## src/rtl/ovmon_ctrl.sv

```systemverilog
// Digital supervisor for an array of overvoltage comparators: synchronises each
// comparator, blanks after enable/trip-code changes, debounces and reports status.
module ovmon_ctrl #(
  parameter int NCH       = 4,
  parameter int TRIP_W    = 4,
  parameter int DB_W      = 8,
  parameter int BLANK_CYC = 16
) (
  input  logic                  clk,
  input  logic                  rst,
  input  logic                  ena,
  input  logic [NCH-1:0]        cmp_raw,
  input  logic [NCH*TRIP_W-1:0] otrip_in,
  input  logic [DB_W-1:0]       db_len,
  input  logic                  latch_mode,
  input  logic [NCH-1:0]        clr,
  output logic [NCH*TRIP_W-1:0] otrip,
  output logic                  ana_ena,
  output logic [NCH-1:0]        ovout,
  output logic [NCH-1:0]        ov_sticky,
  output logic                  ov_any,
  output logic [NCH-1:0]        blank
);

  localparam int BC_W = $clog2(BLANK_CYC + 1);

  typedef enum logic [1:0] {
    ST_OFF   = 2'd0,
    ST_BLANK = 2'd1,
    ST_MON   = 2'd2
  } state_t;

  state_t                state_r      [NCH];
  state_t                state_nx_s   [NCH];
  logic [BC_W-1:0]       blank_cnt_r  [NCH];
  logic [BC_W-1:0]       blank_cnt_nx_s [NCH];
  logic [DB_W-1:0]       db_cnt_r     [NCH];
  logic [DB_W-1:0]       db_cnt_nx_s  [NCH];
  logic [NCH-1:0]        sync1_r;
  logic [NCH-1:0]        cmp_s_r;
  logic [NCH-1:0]        ovout_r;
  logic [NCH-1:0]        ovout_nx_s;
  logic [NCH-1:0]        ovout_q_r;
  logic [NCH-1:0]        pend_r;
  logic [NCH-1:0]        pend_nx_s;
  logic [NCH-1:0]        sticky_r;
  logic [NCH-1:0]        sticky_nx_s;
  logic [NCH-1:0]        trip_chg_s;
  logic [NCH-1:0]        mismatch_s;
  logic [NCH*TRIP_W-1:0] otrip_r;
  logic                  ana_ena_r;
  logic [DB_W-1:0]       len_eff_s;

  assign len_eff_s = (db_len == {DB_W{1'b0}}) ? {{(DB_W-1){1'b0}}, 1'b1} : db_len;

  for (genvar g = 0; g < NCH; g++) begin : g_ch
    assign trip_chg_s[g] = otrip_in[g*TRIP_W +: TRIP_W] != otrip_r[g*TRIP_W +: TRIP_W];
    assign mismatch_s[g] = cmp_s_r[g] ^ ovout_r[g];
    assign blank[g]      = (state_r[g] == ST_BLANK);
  end

  assign otrip     = otrip_r;
  assign ana_ena   = ana_ena_r;
  assign ovout     = ovout_r;
  assign ov_sticky = sticky_r;
  assign ov_any    = |ovout_r;

  // Next-state and datapath decode for every channel FSM plus sticky flags.
  always_comb begin
    ovout_nx_s  = ovout_r;
    pend_nx_s   = pend_r;
    sticky_nx_s = (ovout_r & ~ovout_q_r) | (sticky_r & ~clr);
    for (int i = 0; i < NCH; i++) begin
      state_nx_s[i]     = state_r[i];
      blank_cnt_nx_s[i] = blank_cnt_r[i];
      db_cnt_nx_s[i]    = db_cnt_r[i];
      case (state_r[i])
        ST_OFF: begin
          ovout_nx_s[i]     = 1'b0;
          pend_nx_s[i]      = 1'b0;
          db_cnt_nx_s[i]    = {DB_W{1'b0}};
          blank_cnt_nx_s[i] = {BC_W{1'b0}};
          if (ena) begin
            state_nx_s[i]     = ST_BLANK;
            blank_cnt_nx_s[i] = BC_W'(BLANK_CYC);
          end else begin
            state_nx_s[i] = ST_OFF;
          end
        end
        ST_BLANK: begin
          if (!ena) begin
            state_nx_s[i]     = ST_OFF;
            ovout_nx_s[i]     = 1'b0;
            pend_nx_s[i]      = 1'b0;
            db_cnt_nx_s[i]    = {DB_W{1'b0}};
            blank_cnt_nx_s[i] = {BC_W{1'b0}};
          end else if (trip_chg_s[i]) begin
            blank_cnt_nx_s[i] = BC_W'(BLANK_CYC);
          end else if (blank_cnt_r[i] <= BC_W'(1)) begin
            state_nx_s[i]  = ST_MON;
            db_cnt_nx_s[i] = {DB_W{1'b0}};
          end else begin
            blank_cnt_nx_s[i] = blank_cnt_r[i] - BC_W'(1);
          end
        end
        ST_MON: begin
          if (!ena) begin
            state_nx_s[i]     = ST_OFF;
            ovout_nx_s[i]     = 1'b0;
            pend_nx_s[i]      = 1'b0;
            db_cnt_nx_s[i]    = {DB_W{1'b0}};
            blank_cnt_nx_s[i] = {BC_W{1'b0}};
          end else if (trip_chg_s[i]) begin
            state_nx_s[i]     = ST_BLANK;
            blank_cnt_nx_s[i] = BC_W'(BLANK_CYC);
            db_cnt_nx_s[i]    = {DB_W{1'b0}};
          end else if (clr[i] && pend_r[i]) begin
            // A latched high is released only once the low level has debounced.
            ovout_nx_s[i]  = 1'b0;
            pend_nx_s[i]   = 1'b0;
            db_cnt_nx_s[i] = {DB_W{1'b0}};
          end else if (mismatch_s[i]) begin
            if (({1'b0, db_cnt_r[i]} + {{DB_W{1'b0}}, 1'b1}) >= {1'b0, len_eff_s}) begin
              db_cnt_nx_s[i] = {DB_W{1'b0}};
              if (ovout_r[i] && latch_mode) begin
                pend_nx_s[i] = 1'b1;
              end else begin
                ovout_nx_s[i] = ~ovout_r[i];
                pend_nx_s[i]  = 1'b0;
              end
            end else if (db_cnt_r[i] == {DB_W{1'b1}}) begin
              db_cnt_nx_s[i] = db_cnt_r[i];
            end else begin
              db_cnt_nx_s[i] = db_cnt_r[i] + {{(DB_W-1){1'b0}}, 1'b1};
            end
          end else begin
            db_cnt_nx_s[i] = {DB_W{1'b0}};
            pend_nx_s[i]   = 1'b0;
          end
        end
        default: begin
          state_nx_s[i]     = ST_OFF;
          ovout_nx_s[i]     = 1'b0;
          pend_nx_s[i]      = 1'b0;
          db_cnt_nx_s[i]    = {DB_W{1'b0}};
          blank_cnt_nx_s[i] = {BC_W{1'b0}};
        end
      endcase
    end
  end

  // Synchroniser, analog-facing registers and per-channel state.
  always_ff @(posedge clk or posedge rst) begin
    if (rst) begin
      sync1_r   <= {NCH{1'b0}};
      cmp_s_r   <= {NCH{1'b0}};
      ana_ena_r <= 1'b0;
      otrip_r   <= {(NCH*TRIP_W){1'b0}};
      ovout_r   <= {NCH{1'b0}};
      ovout_q_r <= {NCH{1'b0}};
      pend_r    <= {NCH{1'b0}};
      sticky_r  <= {NCH{1'b0}};
      for (int i = 0; i < NCH; i++) begin
        state_r[i]     <= ST_OFF;
        blank_cnt_r[i] <= {BC_W{1'b0}};
        db_cnt_r[i]    <= {DB_W{1'b0}};
      end
    end else begin
      sync1_r   <= cmp_raw;
      cmp_s_r   <= sync1_r;
      ana_ena_r <= ena;
      if (ena) begin
        otrip_r <= otrip_in;
      end else begin
        otrip_r <= otrip_r;
      end
      ovout_r   <= ovout_nx_s;
      ovout_q_r <= ovout_r;
      pend_r    <= pend_nx_s;
      sticky_r  <= sticky_nx_s;
      for (int i = 0; i < NCH; i++) begin
        state_r[i]     <= state_nx_s[i];
        blank_cnt_r[i] <= blank_cnt_nx_s[i];
        db_cnt_r[i]    <= db_cnt_nx_s[i];
      end
    end
  end

endmodule

```

## config.mk

```make
export PLATFORM = sky130hd
export DESIGN_NAME = ovmon_ctrl
export DESIGN_NICKNAME = d
export VERILOG_FILES = /design/src/rtl/ovmon_ctrl.sv
export SDC_FILE = /design/constraint.sdc
export NUM_CORES = 1
export LEC_CHECK = 0
export ABC_AREA = 1
export CORE_UTILIZATION = 55
export DETAILED_ROUTE_END_ITERATION = 16
export PLACE_DENSITY = 0.81
export SLEW_MARGIN = 20
export SYNTH_ARGS = -nofsm -noshare
export SYNTH_HDL_FRONTEND = slang
export SYNTH_SLANG_ARGS = --single-unit
```

## constraint.sdc

```tcl
create_clock -name clk -period 4.3 [get_ports clk]
set_input_delay 0.645 -clock clk [delete_from_list [all_inputs] [get_ports clk]]
set_output_delay 0.645 -clock clk [all_outputs]
set_load 0.01 [all_outputs]
```

==> results of run 1 <==
-- registers in the layout, indices dropped and copies added (netlist names) --
register,flops
db_cnt_r,32
blank_cnt_r,20
otrip,16
state_r,8
cmp_s_r,4
ov_sticky,4
ovout,4
ovout_q_r,4
pend_r,4
sync1_r,4
ana_ena,1
-- worst max-delay path, cell delays in order, from the launching register on --
cell and delay, ps:
dfrtp_1 480, nand3_1 140, nor2_1 120, nand2_1 90, nor3b_1 240, xor2_1 220
inv_1 70, ha_1 290, nand2_1 80, inv_1 40, a221oi_1 230, nand2_1 100
inv_1 150, nand3_1 180, nand2_1 120, nand2_1 50, nand2_1 60
-- layer usage --
metal | wire, µm | share of wire, %
met1 | 5690 | 42
met2 | 6720 | 50
met3 | 782 | 5.8
met4 | 282 | 2.1
met5 | 0 | 0
-- Yosys cell counts --
library cell / number
a21o_1: 2
a21oi_1: 22
a21oi_2: 5
a221oi_1: 1
a31oi_1: 3
a41o_1: 1
and3_1: 2
and3_2: 1
buf_6: 1
clkbuf_1: 4
dfrtp_1: 101
ha_1: 40
inv_1: 117
inv_2: 5
nand2_1: 179
nand2_2: 6
nand3_1: 52
nand3_2: 4
nand3b_1: 8
nand4_1: 9
nor2_1: 49
nor2_2: 5
nor2_4: 2
nor3_1: 13
nor3_2: 1
nor3b_1: 3
nor4_1: 2
nor4_2: 1
o211a_1: 4
o211ai_1: 2
o21ai_0: 28
o21ai_1: 13
o22ai_1: 17
or2_0: 4
or2_1: 1
or2_2: 3
xnor2_1: 5
xor2_1: 39
-- power by group --
part	switching (mW)	leakage (nW)	total, mW	internal, mW
clock	0.361	0.103	0.640	0.279
combinational	0.184	2.24	0.317	0.134
sequential	0.0268	1.34	1.01	0.984
-- path summary, 6_finish.rpt --
path / end / slack [ps]
setup / recovery: ovout[3] / 1560
hold / removal: cmp_s_r[2] / 360
setup reg to reg: ovout[3] / 1560
hold reg to reg: cmp_s_r[2] / 360
max in group asynchronous: ovout_q_r[0] / 2860
min in group asynchronous: otrip[4] / 610
-- cells by family (layout without fill, tap and decap cells) --
family          after synthesis  in the layout  synth area share [%]
compound gates               98             98                  9.51
fa+ha+maj                    40             40                  8.30
buf+inv                     127            206                  8.03
xor+xnor                     44             44                  6.39
simple gates                345            345                  25.8
flops                       101            101                  41.9
-- layout make-up --
class | instances | area share [%]
Multi-Input combinational cell | 527 | 42.8
Clock inverter | 7 | 1.14
Timing Repair Buffer | 68 | 9.55
Clock buffer | 9 | 1.76
Sequential cell | 101 | 35.8
Tap cell | 136 | 2.41
Inverter | 122 | 6.53
==> results.txt, run 1 <==
Static timing analysis puts the maximum clock frequency at around 370 MHz. The count of buffers from port buffering is 65. In this run the core area contains 37 standard-cell rows. OpenSTA, run right after detailed placement, puts the worst setup slack at 1350 ps.

In the layout the commonest cells are nand2_1, inv_1, dfrtp_1. The maximum root-to-sink buffer count is 2. The worst hold path was traced through 0 stages.

At the pin with the least slew margin, the transition time is between 600 and 700 ps. The worst setup path is of the reg -> reg kind. The met2 track utilization from global routing came out at 44.3%. The number of cells traversed by the worst register-to-register path came out at 16. The width of the die came out at roughly 110 µm. The cell type contributing the most total cell area after synthesis is dfrtp_1. The mean number of vias per cell is 5.41.

The leading cell type in the layout, fill and taps excluded is nand2_1. The final antenna diode count is 0. The class of the tightest hold or removal check is reg -> reg. The worst pin sits at a relative slew slack of 58.4%. Setup violations remaining at the end of the flow were counted as 0. The average instance in the mapped netlist occupies about 8 µm². The number of design rule violations left after detail routing is 0. After the last flow step, the layout net total stands at 905. The number of placed instances, taps included came out at 954. Tracing the worst setup path back leads to its startpoint at db_cnt_r[0]. Final hold analysis gives a worst-case slack of 358 ps. For this block, the initial DRC count from the detailed router was 275.

The worst register-to-register path begins at db_cnt_r[0]. On the final layout, the worst clock skew is 11.8 ps. The final HPWL from detailed placement came out at 10.1 mm. The area of the multi-input gates came out at 3020 µm².

Setup slack on the critical path of the routed design comes to 1560 ps. The detail-routed net length per standard cell came out at roughly 14 µm. The portion of synthesized cell area occupied by the leading cell type came out at 41.9%. The total count of hold-check failures in the final report came out at 0. For the final routed database, the setup TNS stands at 0 ps. The worst-skew pair later-pin latency came out at between 300 and 400 ps. The sort of element at the start of the critical path is a flop. Along the worst path, the maximum fanout reaches 5. In this run the count of I/O pins placed on the die edge is 66. Across the VDD grid, the largest voltage drop is 0.000263 V. The routed design has 13.5 mm of wire. Entering global routing, the biggest net connects 37 pins. The busiest layer in global routing is met2. The startpoint identified for the worst hold timing path is sync1_r[2]. The finished layout holds 970 standard cells, fillers aside. The area growth from synthesis to layout is 17.0%.

The number of iterations in the first detailed-routing pass came out at 5. The core occupancy in the finished layout came out at 67.4%. The endpoint class of the critical path is a flop. The routed layout has 5247 vias. In the final layout, the share of cells above drive strength 1 is 6.35%. The number of max-slew violations in the final report came out at 0. After synthesis, flip-flops and latches occupy 41.9% of the total area.

Setup repair after global routing left no endpoint under its margin. The number of post-CTS setup repair buffers came out at 0. The number of max-capacitance violations reported is 0.

Routability-driven placement finished with a final weighted congestion of 0.912. The gate count of the mapped netlist came out at approximately 760. The wire length of the first global-routing pass is 23.3 mm. The final critical-path share of the clock period came out at 63.6%. Power comes to 1.97 mW. The netlist area before placement came out at 6030 µm². The Yosys warning count came out at 0. The data required time at the worst endpoint came out at roughly 4600 ps. The CTS buffer count came out at 9. The flip-flop and latch area came out at 2530 µm². The height of the chip is 107 µm.

The core region is 10500 µm². The clock sink count is 101. The count of nets left with antenna violations after detail routing is 0. Counting distinct cell types in the post-synthesis netlist gives 38.

The run finished with clean final reports. Synthesis inferred around 100 register bits. Global routing consumed, on the met1 layer, a little over 30% of the routing resources. After detailed placement, the total cell area comes to about 6800 µm². CTS placed an instance of clkbuf_8 at the clock tree root.

The via count of the first global-routing pass came out at roughly 5300. Sorting the synthesized cells by area gives the leading types as dfrtp_1, nand2_1, ha_1, inv_1, xor2_1. The count of hold buffers inserted by post-cts repair came out at 0.

When the netlist entered floorplanning its net count stood at ~830. The area enclosed by the die boundary is about 11000 µm². The aggregate global routing overflow is 0. The starting density of the core is 57.6%. The post-cts repair resize count is 0. The met3 layer usage reported by global route is 5.29%. The number of antenna violations at the first check in global routing came out at 0.

Subtracting the final worst setup slack from the clock period gives 2740 ps. Across every metal layer, demand over resource in global routing totals 25.3%. TritonCTS built the clock tree. Clock-pin slew was measured on the worst setup and hold paths at 100 ps. The clock tree synthesis step divided the H-tree into 3 levels. The final non-filler cell area came out at 7050 µm². The power density of the placed cells came out at 279 nW/µm².

The standby leakage power is 3.68 nW. Data arrives at the worst endpoint at 3050 ps. The number of filler cells placed in the layout came out at 840.
(Power assumes the default switching activity.)
==> run 2: changes to the inputs <==
clock period = 2.53 ns   (was 4.3 ns; I/O delays follow)
==> run 2 against run 1 <==
  * The run now ends with negative setup slack left
  * Flip-flop and latch count is the same
  * Design area is 8.1% higher
  * Largest cell class unchanged
  * Sequential share of layout area fell by 2.7 points
  * Global-route usage grew 1.2 points
  * Critical endpoint is now ovout[1]
==> results.txt, run 2 (synthesis gave the netlist of run 1 again) <==
The flow ran to the end, but the final reports show violations. The final reports fail on negative setup slack. In this run the cell area measured after placement is around 7000 µm².

The detailed router finished its first iteration with 397 violations. The area growth from synthesis to layout is 26.4%. The mean number of vias per cell is approximately 5.5. The H-tree was split into 3 levels. The core region is 10500 µm². Among all stages on the critical path, the largest delay is contributed by dfrtp_1. Timing would allow up to 390 MHz. The area enclosed by the die boundary came out at 11400 µm².

The number of max-capacitance violations reported is 0. The detail-routed net length per standard cell is about 15 µm. The first TritonRoute pass finished after 6 iterations. The clock period minus worst slack came out at 2570 ps.

The number of max-slew violations in the final report came to 0. The final-stage net count is roughly 940. The setup skew after layout came out at 20.4 ps. The cell sitting at the root of the clock tree is a clkbuf_8. The final antenna diode count is 0. Summing all non-filler instances in the final layout gives an area of 7620 µm². The wire length of the first global-routing pass is ~24 mm. The data arrival time at the worst-slack endpoint came out at 2820 ps.

In the routed design, unresolved DRC markers number 0. For this design, the sink count on the clock tree is 101. The register with the most flip-flops is db_cnt_r.

The CTS tree is done. Hold timing on the final database bottoms out at a slack of 352 ps. The share of total power dissipated in the clock network is around a third. In this run the horizontal extent of the chip is 107 µm. Summing over every cut layer, the via total after detailed routing is 5487. The number of rows created at floorplan is 37. The via count of the first global-routing pass came out at 5472. The maximum resistive drop on vdd is around 0.00034 V. The final HPWL from detailed placement is 10.5 mm. The worst setup path is captured at a flop. The final number of setup-violating endpoints is 4. The maximum number of pins on one net before global-route repair came out at between 50 and 60. The maximum root-to-sink buffer count came out at 2. In the global route stage, overall resource usage came out at 26.5%. The later pin in the worst-skew pair is clocked with a latency of 380 ps. The height of the chip is ~110 µm. The post-route worst setup slack is -35.2 ps.

Port buffering added 65 buffers. The post-CTS clock slew at the launch and capture registers of the worst setup and hold paths is 100 ps. The leading cell type in the layout, fill and taps excluded is nand2_1. Setup repair after global routing could not meet its margin everywhere.

The count of nets left with antenna violations after detail routing came out at 0. The startpoint identified for the worst register-to-register timing path is db_cnt_r[16]. The capture instance of the worst register-to-register path is ovout[1]. The placer's final routability congestion estimate is 0.862.

The total count of hold-check failures in the final report is 0. The path class of the tightest hold or removal check is reg -> reg. The combinational cell fraction of total power is 17.3%. The sort of element at the start of the critical path is a flop. The initial utilization of the core area, before any placement, comes to 57.6%. The slew at the pin closest to its max-slew limit came out at approximately 630 ps.

In this run the count of I/O pins placed on the die edge is 66. The largest stage delay on the critical path is 430 ps. The standby leakage power came out at 3.86 nW.

Headroom to the max-slew limit came out at roughly 58%. The sequential group share of total power is 51.3%. The number of flip-flops under the largest register name is 32. The number of antenna violations at the first check in global routing came to 0. The total buffers and inverters traversed by the critical path is 1. Summed over all layers, the global routing overflow is 0. The worst setup path startpoint is db_cnt_r[16]. The power density of the placed cells came out at 439 nW/µm². The largest delay contributor family on the critical path is simple AND/OR/NAND/NOR gates. The number of logic stages on the critical path including buffering is 14. Net switching is slightly below 30% of the power. The final critical-path share of the clock period came out at 101%.

The critical path class is reg -> reg. Counting the fill cells in the layout gives a little under 800. Summed over all nets, the switching power comes to 970 µW. The slack of the worst reg-to-reg path came out at -40 ps. The share of final-layout standard cells stronger than drive strength 1 is between 15 and 20%.

The total internal power came out at 2.38 mW. The number of cells on the worst reg-to-reg path is 14. The maximum fanout along the worst path is 3. In the layout the commonest cells are nand2_1, inv_1, dfrtp_1. In this run the worst setup path terminates at ovout[1]. The cell that appears most often on the critical path is nand3_1. For the worst setup path, the data required time is 2790 ps. Walking the worst path, the cells encountered are ha_4 > nand3_2 > nor3_4 > xor2_2 > inv_1 > ha_1 > nand3_1 > nor3_2 > nand3_1 > and3_4 > nand3_2 > nand3_1 > nand2_1 > o21ai_1. After detailed routing, the total wire length is 14.9 mm.

Counting the buffers created by CTS gives 9.
-- run 2: area by class of cell --
type / instances / area (µm²) / share of cell area [%]
multi-input combinational: 527 / 3360 / 44.1
sequential: 101 / 2530 / 33.2
timing repair buffer: 98 / 915 / 12.0
inverter: 122 / 462 / 6.06
tap: 136 / 170 / 2.23
clock buffer: 9 / 124 / 1.63
clock inverter: 5 / 61.3 / 0.804
-- run 2: power by group through the flow --
| stage | logic (mW) | registers [mW] | clock network (mW) |
|---|---|---|---|
| after floorplan | 0.308 | 1.75 | 0 |
| after global placement | 0.536 | 1.74 | 0 |
| after detailed placement | 0.558 | 1.75 | 0 |
| after CTS | 0.568 | 1.71 | 1.05 |
| after global routing | 0.648 | 1.72 | 1.12 |
| final | 0.580 | 1.72 | 1.05 |
-- run 2: worst register-to-register path, delay by kind of cell, from the launching register on --
family,cells,cell delay [ps]
fa+ha+maj,2,490
flops,1,430
xor+xnor,1,200
buf+inv,1,70
compound gates,1,60
simple gates,9,1200
-- run 2: through the flow --
step	worst slack, ps	TNS, ps	power (mW)	std cells	util, %
finish	-35.2	-80.7	3.35	998	72.8
global route	-172	-1460	3.50	998	72.8
CTS	0.826	0	3.33	983	68.9
detailed placement	-156	-1350	2.30	965	66.4
global placement	23.8	0	2.28	965	66.4
floorplan	263	0	2.06	755	-
-- run 2: what timing repair did --
item                       CTS  global route
setup buffers                4            15
setup endpoints to repair   24            40
gates resized for setup      9            59
pin swaps                    1            17
hold buffers                 0             0
-- run 2: how the worst min path moves through the flow --
stage                     depth (start not counted)        from          to
after floorplan                                   0  sync1_r[0]  cmp_s_r[0]
after global placement                            0  sync1_r[3]  cmp_s_r[3]
after detailed placement                          0  sync1_r[0]  cmp_s_r[0]
after CTS                                         0  sync1_r[1]  cmp_s_r[1]
after global routing                              0  sync1_r[1]  cmp_s_r[1]
final                                             0  sync1_r[1]  cmp_s_r[1]
-- run 2: metal layers --
metal | routed length (µm) | part of all wire (%) | GRT usage, %
met4 | 341 | 2.3 | 9.98
met1 | 6280 | 42 | 33.2
met5 | 0 | 0 | 0
met3 | 747 | 5.0 | 3.71
met2 | 7570 | 51 | 46.3
==> run 3: changes to the inputs <==
CTS_CLUSTER_DIAMETER = 50   (was not set)
SLEW_MARGIN = not set   (was 20)
==> results of run 3 <==
The final DEF is identical to that of run 2; final timing and power are the same.
